--- src/rtl/load_store_unit.sv ---
// RV32I load/store initiator for a word-only data memory.
// Sub-word stores are done as read-modify-write; loads are extended by width and signedness.
module load_store_unit #(
  parameter int MEM_WORDS = 32
) (
  input  logic        clk,
  input  logic        reset,
  input  logic        req_valid,
  output logic        req_ready,
  input  logic        req_write,
  input  logic [2:0]  req_funct3,
  input  logic [31:0] req_addr,
  input  logic [31:0] req_wdata,
  output logic        resp_valid,
  output logic [31:0] resp_rdata,
  output logic        resp_error,
  output logic        mem_read,
  output logic        mem_write,
  output logic [31:0] data_addr,
  output logic [31:0] write_data,
  input  logic [31:0] read_data
);

  localparam logic [2:0] S_IDLE      = 3'd0;
  localparam logic [2:0] S_LOAD      = 3'd1;
  localparam logic [2:0] S_STORE     = 3'd2;
  localparam logic [2:0] S_RMW_READ  = 3'd3;
  localparam logic [2:0] S_RMW_WRITE = 3'd4;
  localparam logic [2:0] S_RESP      = 3'd5;

  localparam logic [31:0] ADDR_LIMIT = 32'(4 * MEM_WORDS);

  logic [2:0]  state_reg, state_next;
  logic [31:0] addr_reg;
  logic [2:0]  funct3_reg;
  logic [31:0] wdata_reg;
  logic [31:0] word_reg;
  logic [31:0] rdata_reg;
  logic        error_reg;

  logic        accept;
  logic        misaligned;
  logic        bad_funct3;
  logic        req_err;
  logic [7:0]  lane_byte;
  logic [15:0] lane_half;
  logic [31:0] load_ext;
  logic [3:0]  byte_en;
  logic [31:0] wdata_lane;
  logic [31:0] merged_word;

  assign accept = req_valid && (state_reg == S_IDLE);

  always_comb begin
    misaligned = 1'b0;
    case (req_funct3[1:0])
      2'd1:    misaligned = req_addr[0];
      2'd2:    misaligned = (req_addr[1:0] != 2'b00);
      default: misaligned = 1'b0;
    endcase
  end

  assign bad_funct3 = req_write ? (req_funct3 > 3'd2)
                                : ((req_funct3 == 3'd3) || (req_funct3[2:1] == 2'b11));
  assign req_err = misaligned || bad_funct3 || (req_addr >= ADDR_LIMIT);

  always_comb begin
    state_next = state_reg;
    case (state_reg)
      S_IDLE: begin
        if (accept) begin
          if (req_err)
            state_next = S_RESP;
          else if (!req_write)
            state_next = S_LOAD;
          else if (req_funct3 == 3'd2)
            state_next = S_STORE;
          else
            state_next = S_RMW_READ;
        end
      end
      S_LOAD:      state_next = S_RESP;
      S_STORE:     state_next = S_RESP;
      S_RMW_READ:  state_next = S_RMW_WRITE;
      S_RMW_WRITE: state_next = S_RESP;
      default:     state_next = S_IDLE;
    endcase
  end

  // Load lane selection and extension from the live memory word.
  always_comb begin
    case (addr_reg[1:0])
      2'd0:    lane_byte = read_data[7:0];
      2'd1:    lane_byte = read_data[15:8];
      2'd2:    lane_byte = read_data[23:16];
      default: lane_byte = read_data[31:24];
    endcase
    lane_half = addr_reg[1] ? read_data[31:16] : read_data[15:0];
    case (funct3_reg)
      3'd0:    load_ext = {{24{lane_byte[7]}}, lane_byte};
      3'd1:    load_ext = {{16{lane_half[15]}}, lane_half};
      3'd4:    load_ext = {24'd0, lane_byte};
      3'd5:    load_ext = {16'd0, lane_half};
      default: load_ext = read_data;
    endcase
  end

  // Byte enables for the merge: SB touches one lane, SH touches a lane pair.
  always_comb begin
    if (funct3_reg[1:0] == 2'd0) begin
      byte_en    = 4'b0001 << addr_reg[1:0];
      wdata_lane = {4{wdata_reg[7:0]}};
    end else begin
      byte_en    = addr_reg[1] ? 4'b1100 : 4'b0011;
      wdata_lane = {2{wdata_reg[15:0]}};
    end
  end

  generate
    for (genvar gi = 0; gi < 4; gi++) begin : g_merge
      assign merged_word[8*gi +: 8] = byte_en[gi] ? wdata_lane[8*gi +: 8] : word_reg[8*gi +: 8];
    end
  endgenerate

  always_ff @(posedge clk or negedge reset) begin
    if (!reset) begin
      state_reg  <= S_IDLE;
      addr_reg   <= 32'd0;
      funct3_reg <= 3'd0;
      wdata_reg  <= 32'd0;
      word_reg   <= 32'd0;
      rdata_reg  <= 32'd0;
      error_reg  <= 1'b0;
    end else begin
      state_reg <= state_next;
      if (accept) begin
        addr_reg   <= req_addr;
        funct3_reg <= req_funct3;
        wdata_reg  <= req_wdata;
        rdata_reg  <= 32'd0;
        error_reg  <= req_err;
      end
      if (state_reg == S_LOAD)
        rdata_reg <= load_ext;
      if (state_reg == S_RMW_READ)
        word_reg <= read_data;
    end
  end

  // Enables decode straight from state so an async reset drops them at once.
  assign req_ready  = (state_reg == S_IDLE);
  assign mem_read   = (state_reg == S_LOAD) || (state_reg == S_RMW_READ);
  assign mem_write  = (state_reg == S_STORE) || (state_reg == S_RMW_WRITE);
  assign data_addr  = (mem_read || mem_write) ? {addr_reg[31:2], 2'b00} : 32'd0;
  assign write_data = (state_reg == S_STORE)     ? wdata_reg   :
                      (state_reg == S_RMW_WRITE) ? merged_word : 32'd0;
  assign resp_valid = (state_reg == S_RESP);
  assign resp_rdata = resp_valid ? rdata_reg : 32'd0;
  assign resp_error = resp_valid && error_reg;

endmodule

--- config.mk ---
export PLATFORM = sky130hd
export DESIGN_NAME = load_store_unit
export DESIGN_NICKNAME = d
export VERILOG_FILES = /design/src/rtl/load_store_unit.sv
export SDC_FILE = /design/constraint.sdc
export NUM_CORES = 1
export LEC_CHECK = 0
export BUFFER_PORTS_ARGS = -buffer_cell sky130_fd_sc_hd__buf_2
export CAP_MARGIN = 5
export CORE_UTILIZATION = 50
export CTS_BUF_LIST = sky130_fd_sc_hd__clkbuf_16
export DETAILED_ROUTE_END_ITERATION = 8
export PLACE_DENSITY = 0.78
export SETUP_SLACK_MARGIN = 0.5
export SYNTH_ARGS = -nofsm -noshare
export SYNTH_HDL_FRONTEND = slang
export SYNTH_SLANG_ARGS = --single-unit
--- constraint.sdc ---
create_clock -name clk -period 2.75 [get_ports clk]
set_clock_uncertainty 0.2 [all_clocks]
set_input_delay 0.825 -clock clk [delete_from_list [all_inputs] [get_ports clk]]
set_output_delay 0.825 -clock clk [all_outputs]
set_load 0.01 [all_outputs]
==> results of run 1 <==
## critical path, cell delays in order, from the launching register on
cell and delay [ns]:
dfrtp_1 0.42, buf_6 0.14, nor2_4 0.19, buf_4 0.17
nand2_1 0.11, buf_4 0.22, o21ai_1 0.22, buf_2 0.21
## report_power, final
group | switching, mW | internal (mW)
Combinational | 3.92 | 4.87
Clock | 0.847 | 1.29
Sequential | 0.784 | 2.76
## final timing paths
check / slack [ns] / depth (start not counted) / endpoint
max: -0.40 / 7 / write_data[16]
min: 0.17 / 1 / rdata_reg[28]
max reg2reg: -0.07 / 15 / error_reg
min reg2reg: 0.29 / 2 / rdata_reg[7]
max in group asynchronous: 1.50 / 2 / wdata_reg[30]
min in group clk: 0.29 / 2 / rdata_reg[7]
## final cells by class
type                            count  area [um2]  area share (%)
Clock inverter                     12         100           0.893
Clock buffer                       17         425            3.79
Inverter                            5        18.8           0.167
Tap cell                          176         220            1.96
Sequential cell                   135        3380            30.2
Multi-Input combinational cell    445        4110            36.6
Timing Repair Buffer              315        2960            26.4
## logic make-up after synthesis
family,synth area share [%]
DFF,48.5
muxes,19.9
xor gates and xnor gates,0.126
adders and majority gates,0.683
AOI/OAI and AO/OA,12.5
buffers and inverters,3.88
other,0.0538
and+or+nand+nor,14.4
## cell usage in the layout (no fill, tap or decap), types with 11 or more instances in the layout
cell       count
a21oi_1       11
buf_12        14
and2_4        57
mux2_4        66
buf_4         35
nand2_1       43
dfrtp_1      131
a22o_1        22
mux2i_1       17
o21ai_0       21
nor2b_1       12
buf_2        141
a221o_1       16
clkbuf_16     27
nor3_1        12
o21ai_1       26
buf_6         98
mux2_2        32
## routing by layer
| layer | wire [um] | vias to the layer above | track usage (%) |
|---|---|---|---|
| li1 | - | 2842 | - |
| met3 | 2800 | 174 | 7.65 |
| met4 | 2180 | 0 | 16.3 |
| met1 | 10700 | 3517 | 41.4 |
| met5 | 0 | - | 0 |
| met2 | 14600 | 612 | 52.8 |
## timing repair
item                                   4_1_cts  5_1_grt
pin swaps                                   39       40
resized for setup                          176      148
setup buffers                               25       35
setup endpoints to repair                  115      191
gates cloned                                 9       16
endpoints found under the hold margin        0        0
==> key figures, run 1 <==
Floorplanning
  – Die area: approximately 0.014 mm2
  – Rows: between 40 and 50
  – Height of the die: between 100 and 150 um
  – Die width: 120 um
  – Initial Util: about half
  – IO Pins: approximately 200
  – Core box area: roughly 0.013 mm2

Cells and area
  – FILL cells: approximately 620
  – Final Util: a little over four fifths
  – Finished Cell Area: approximately 0.011 mm2
  – Nets@finish: 1025
  – Layout area overhead: 61.0%
  – Non-Filler Instances: about 1100
  – Layout cell share with drive strength beyond 1: 59.7%
  – Diodes inserted: 0

Yosys
  – Number of synthesized register bits: 135
  – Post-synthesis async set-or-reset flop share: 100%
  – Mapped Area: slightly below 0.007 mm2
  – Top cells by area, synth: dfrtp_1 49%, mux2_2 15%, and2_1 5.8%, mux2i_1 3.7%, o21ai_0 3.0%
  – Post-Synthesis Cells: about 630
  – Sequential fraction of the synthesis area: between 40% and 50%
  – EDFF count, synth: 0
  – Synth area leader: dfrtp_1
  – Count leader, synth: dfrtp_1
  – Ys flop type: dfrtp_1
  – Mean Syn Cell Area: approximately 11 um2
  – Top cells by count, synth: 135 x dfrtp_1, 95 x mux2_2, 65 x and2_1
  – Library cells used by synthesis: 48
  – Warnings, synthesis: 0
  – Top cell type's share of synthesized area: about half

Worst setup path
  – Critical Path Fanout Max: 11
  – Worst Setup SP: state_reg[1]
  – Element type at the critical path end: output port
  – Worst Path Required: roughly 1.7 ns
  – RR Startpoint: state_reg[0]
  – Crit Path Class: register to output port
  – Crit start category: register
  – Crit path DAT: ~2.1 ns

Timing
  – Hold_ws: between 0.15 and 0.2 ns
  – Final Slew Violations: 0
  – Max_slew headroom: roughly three fifths
  – Final Hold Viols: 0
  – Tcrit/Tclk final: 115%
  – Setup TNS: -22.56 ns
  – Setup-failing EPs final: 106
  – Period minus WS final: roughly 3.2 ns
  – Worst setup margin: -0.401 ns
  – Slew @ Worst Pin: between 0.5 and 0.6 ns
  – Peak Freq: ~320 MHz
  – RSZ-0062 raised after global routing: true

Routing
  – Vias: slightly above 7000
  – Antenna Nets Post-Route: 0
  – Vias per cell: 6.47
  – # DRC: 0
  – Avg WL per Cell: approximately 27 um
  – Final wirelength: 30.4 mm
  – Length of the first detailed-routing pass in iterations: 7
  – Initial DRC Count: between 600 and 700

Run
  – Max Cap Viol: 0

Outcome
  – Outcome: finished with violations
  – Failing checks: setup timing

Global routing
  – GRT overflow: 0
  – Vias in the first global route: 6459
  – First-pass GRT wire length: approximately 36 mm
  – Pin count of the biggest net entering global routing: 60
  – GRT Util Overall: 32.8%
  – Initial antenna violation count: 0

Clocking
  – # hold bufs at CTS: 0
  – CTS max path bufs: 2
  – Cts bufs inserted: 17
  – Root Buffer: clkbuf_16
  – Clock slew at reported path FFs: approximately 0.06 ns
  – Worst skew pair latency: 0.43 ns
  – CTS sink cnt: roughly 140
  – TritonCTS clock tree: done
  – H-tree depth: 4

Placement
  – Pre-CTS setup slack: 0.0379 ns
  – HPWL after DPL: around 14 mm
  – # port buffers: roughly 200
  – Dpl cell area: ~0.0083 mm2
  – GP Congestion: a little under 0.9
  – Placed cells: between 900 and 1000

Power
  – Tot Pwr: 14.5 mW
  – Maximum VDD drop: ~0.00095 V
  – Leakage: around 5.3 nW
  – P per Cell Area: around 1300 mW/mm2

Worst hold path
  – HP Class: primary input to async pin
(Power assumes the default switching activity.)
==> run 2: changes to the inputs <==
--- a/config.mk
+++ b/config.mk
@@ -7,10 +7,12 @@
 export LEC_CHECK = 0
 export BUFFER_PORTS_ARGS = -buffer_cell sky130_fd_sc_hd__buf_2
 export CAP_MARGIN = 5
-export CORE_UTILIZATION = 50
+export CELL_PAD_IN_SITES_DETAIL_PLACEMENT = 0
+export CELL_PAD_IN_SITES_GLOBAL_PLACEMENT = 1
+export CORE_UTILIZATION = 40
 export CTS_BUF_LIST = sky130_fd_sc_hd__clkbuf_16
 export DETAILED_ROUTE_END_ITERATION = 8
-export PLACE_DENSITY = 0.78
+export PLACE_DENSITY_LB_ADDON = 0.1
 export SETUP_SLACK_MARGIN = 0.5
 export SYNTH_ARGS = -nofsm -noshare
 export SYNTH_HDL_FRONTEND = slang
==> key figures, run 2 (same netlist as run 1, synthesis figures left out) <==
Timing
  – Max_slew headroom: 59.2% (was 60.1%)
  – Worst setup margin: -0.233 ns (was -0.401 ns)
  – Slew @ Worst Pin: 0.612 ns (was 0.599 ns)
  – Final Slew Violations: 0 (unchanged)
  – Hold_ws: 0.179 ns (was 0.174 ns)
  – RSZ-0062 raised after global routing: true (unchanged)
  – Final Hold Viols: 0 (unchanged)
  – Period minus WS final: 2.98 ns (was 3.15 ns)
  – Peak Freq: 335 MHz (was 317 MHz)
  – Tcrit/Tclk final: 108% (was 115%)
  – Setup TNS: -9.59 ns (was -22.56 ns)
  – Setup-failing EPs final: 96 (was 106)

Routing
  – Final wirelength: 24.2 mm (was 30.4 mm)
  – # DRC: 0 (unchanged)
  – Vias: 6174 (was 7145)
  – Vias per cell: 5.47 (was 6.47)
  – Initial DRC Count: 338 (was 680)
  – Length of the first detailed-routing pass in iterations: 4 (was 7)
  – Antenna Nets Post-Route: 0 (unchanged)
  – Avg WL per Cell: 21.4 um (was 27.5 um)

Clocking
  – Worst skew pair latency: 0.42 ns (was 0.43 ns)
  – Cts bufs inserted: 17 (unchanged)
  – H-tree depth: 4 (unchanged)
  – CTS sink cnt: 135 (unchanged)
  – Clock slew at reported path FFs: 0.06 ns (about the same)
  – # hold bufs at CTS: 0 (unchanged)
  – CTS max path bufs: 2 (unchanged)
  – Root Buffer: clkbuf_16 (unchanged)
  – TritonCTS clock tree: done (unchanged)

Floorplanning
  – Height of the die: 134 um (was 120 um)
  – Core box area: 0.0168 mm2 (was 0.0134 mm2)
  – Rows: 47 (was 42)
  – Die width: 134 um (was 120 um)
  – Initial Util: 41.4% (was 52.0%)
  – IO Pins: 204 (unchanged)
  – Die area: 0.0179 mm2 (was 0.0144 mm2)

Worst hold path
  – HP Class: primary input to async pin (unchanged)

Worst setup path
  – Worst Path Required: 1.73 ns (about the same)
  – Critical Path Fanout Max: 8 (was 11)
  – Crit path DAT: 1.96 ns (was 2.13 ns)
  – Crit Path Class: register to output port (unchanged)
  – Crit start category: register (unchanged)
  – Element type at the critical path end: output port (unchanged)

Cells and area
  – Diodes inserted: 0 (unchanged)
  – Final Util: 64.6% (was 83.7%)
  – Layout area overhead: 56.0% (was 61.0%)
  – Most frequent cells in the layout: 133 x buf_2, 130 x dfrtp_1, 95 x buf_6 (was 141 x buf_2, 131 x dfrtp_1, 98 x buf_6)
  – Commonest non-fill, non-tap cell in the layout: buf_2 (unchanged)
  – Nets@finish: 1002 (was 1025)
  – Layout cell share with drive strength beyond 1: 58.3% (was 59.7%)

Power
  – Seq pwr share: 24.9% (was 24.5%)
  – Maximum VDD drop: 0.000647 V (was 0.000953 V)
  – Clock group share of total power: 15.9% (was 14.7%)
  – Tot Pwr: 13.6 mW (was 14.5 mW)
  – Leakage: 5.06 nW (was 5.32 nW)
  – Switching Share: 36.4% (was 38.4%)
  – P_int: 8.65 mW (was 8.91 mW)
  – Comb power frac: 59.2% (was 60.7%)
  – P per Cell Area: 1250 mW/mm2 (was 1290 mW/mm2)
  – NetSw: 4.94 mW (was 5.55 mW)

Placement
  – HPWL after DPL: 15.1 mm (was 14.5 mm)
  – GP Congestion: 0.874 (was 0.884)
  – Pre-CTS setup slack: 0.0215 ns (was 0.0379 ns)
  – # port buffers: 201 (unchanged)

Global routing
  – Initial antenna violation count: 1 (was 0)
  – Vias in the first global route: 6084 (was 6459)
  – Pin count of the biggest net entering global routing: 63 (was 60)
  – GRT Util Overall: 25.3% (was 32.8%)
  – GRT overflow: 0 (unchanged)
  – First-pass GRT wire length: 34.4 mm (was 35.6 mm)

Run
  – Max Cap Viol: 0 (unchanged)

Outcome
  – Outcome: finished with violations (unchanged)
  – Failing checks: setup timing (unchanged)
run 2: changes by cell type in the layout (fill, tap and decap cells not counted), sizes merged:
cell / previous run / this run
buf: 305 / 288
inv: 10 / 8
bufinv: 2 / 1
clkbuf: 27 / 23
clkinv: 5 / 9
and4: 3 / 2
clkinvlp: 0 / 2
xnor2: 3 / 2
run 2: final cells by class:
| cell class | count | area, um2 |
|---|---|---|
| fill | 1346 | 5960 |
| sequential | 135 | 3380 |
| timing repair buffer | 294 | 2720 |
| clock inverter | 15 | 130 |
| multi-input combinational | 443 | 3910 |
| clock buffer | 17 | 425 |
| inverter | 5 | 18.8 |
| tap | 220 | 275 |
run 2: per-stage QoR:
stage | cells | instance area [um2]
after global placement | 1033 | 8320
after global routing | 1129 | 10900
after detailed placement | 1033 | 8320
after floorplan | 629 | 7040
after CTS | 1105 | 9880
final | 1129 | 10900
run 2: worst paths after layout:
check,startpoint,end,slack [ns],cells after the start
worst max-delay path,funct3_reg[1],write_data[31],-0.23,6
worst min-delay path,reset,rdata_reg[29],0.18,1
worst max register to register,state_reg[0],wdata_reg[17],0.39,10
worst min register to register,rdata_reg[12],rdata_reg[12],0.29,2
max in group asynchronous,reset,state_reg[2],1.48,2
min in group clk,rdata_reg[12],rdata_reg[12],0.29,2
run 2: what timing repair did:
item / in CTS / in global routing
pin swaps: 32 / 55
gates cloned: 8 / 7
hold endpoints to repair: 0 / 0
buffers inserted: 32 / 17
endpoints found under the setup margin: 115 / 178
resized for setup: 124 / 148
run 2: critical path, cell delays in order, from the launching register on:
cell	delay, ns
dfrtp_2	0.46
nor2_4	0.18
buf_12	0.17
mux2_4	0.31
mux2i_1	0.18
o21ai_1	0.09
buf_2	0.14
run 2: metal layers:
metal,track usage (%),up-vias,wire length (um)
li1,-,2790,-
met4,9.79,0,649
met5,0,-,0
met3,5.33,33,1390
met1,34.1,3121,10500
met2,40.0,230,11600
run 2: power groups by stage:
stage	sequential [mW]	combinational (mW)	clock, mW
after floorplan	3.07	3.37	0
after global placement	3.28	4.76	0
after detailed placement	3.30	4.84	0
final	3.38	8.05	2.16
after global routing	3.47	8.53	2.27
after CTS	3.30	6.43	2.19
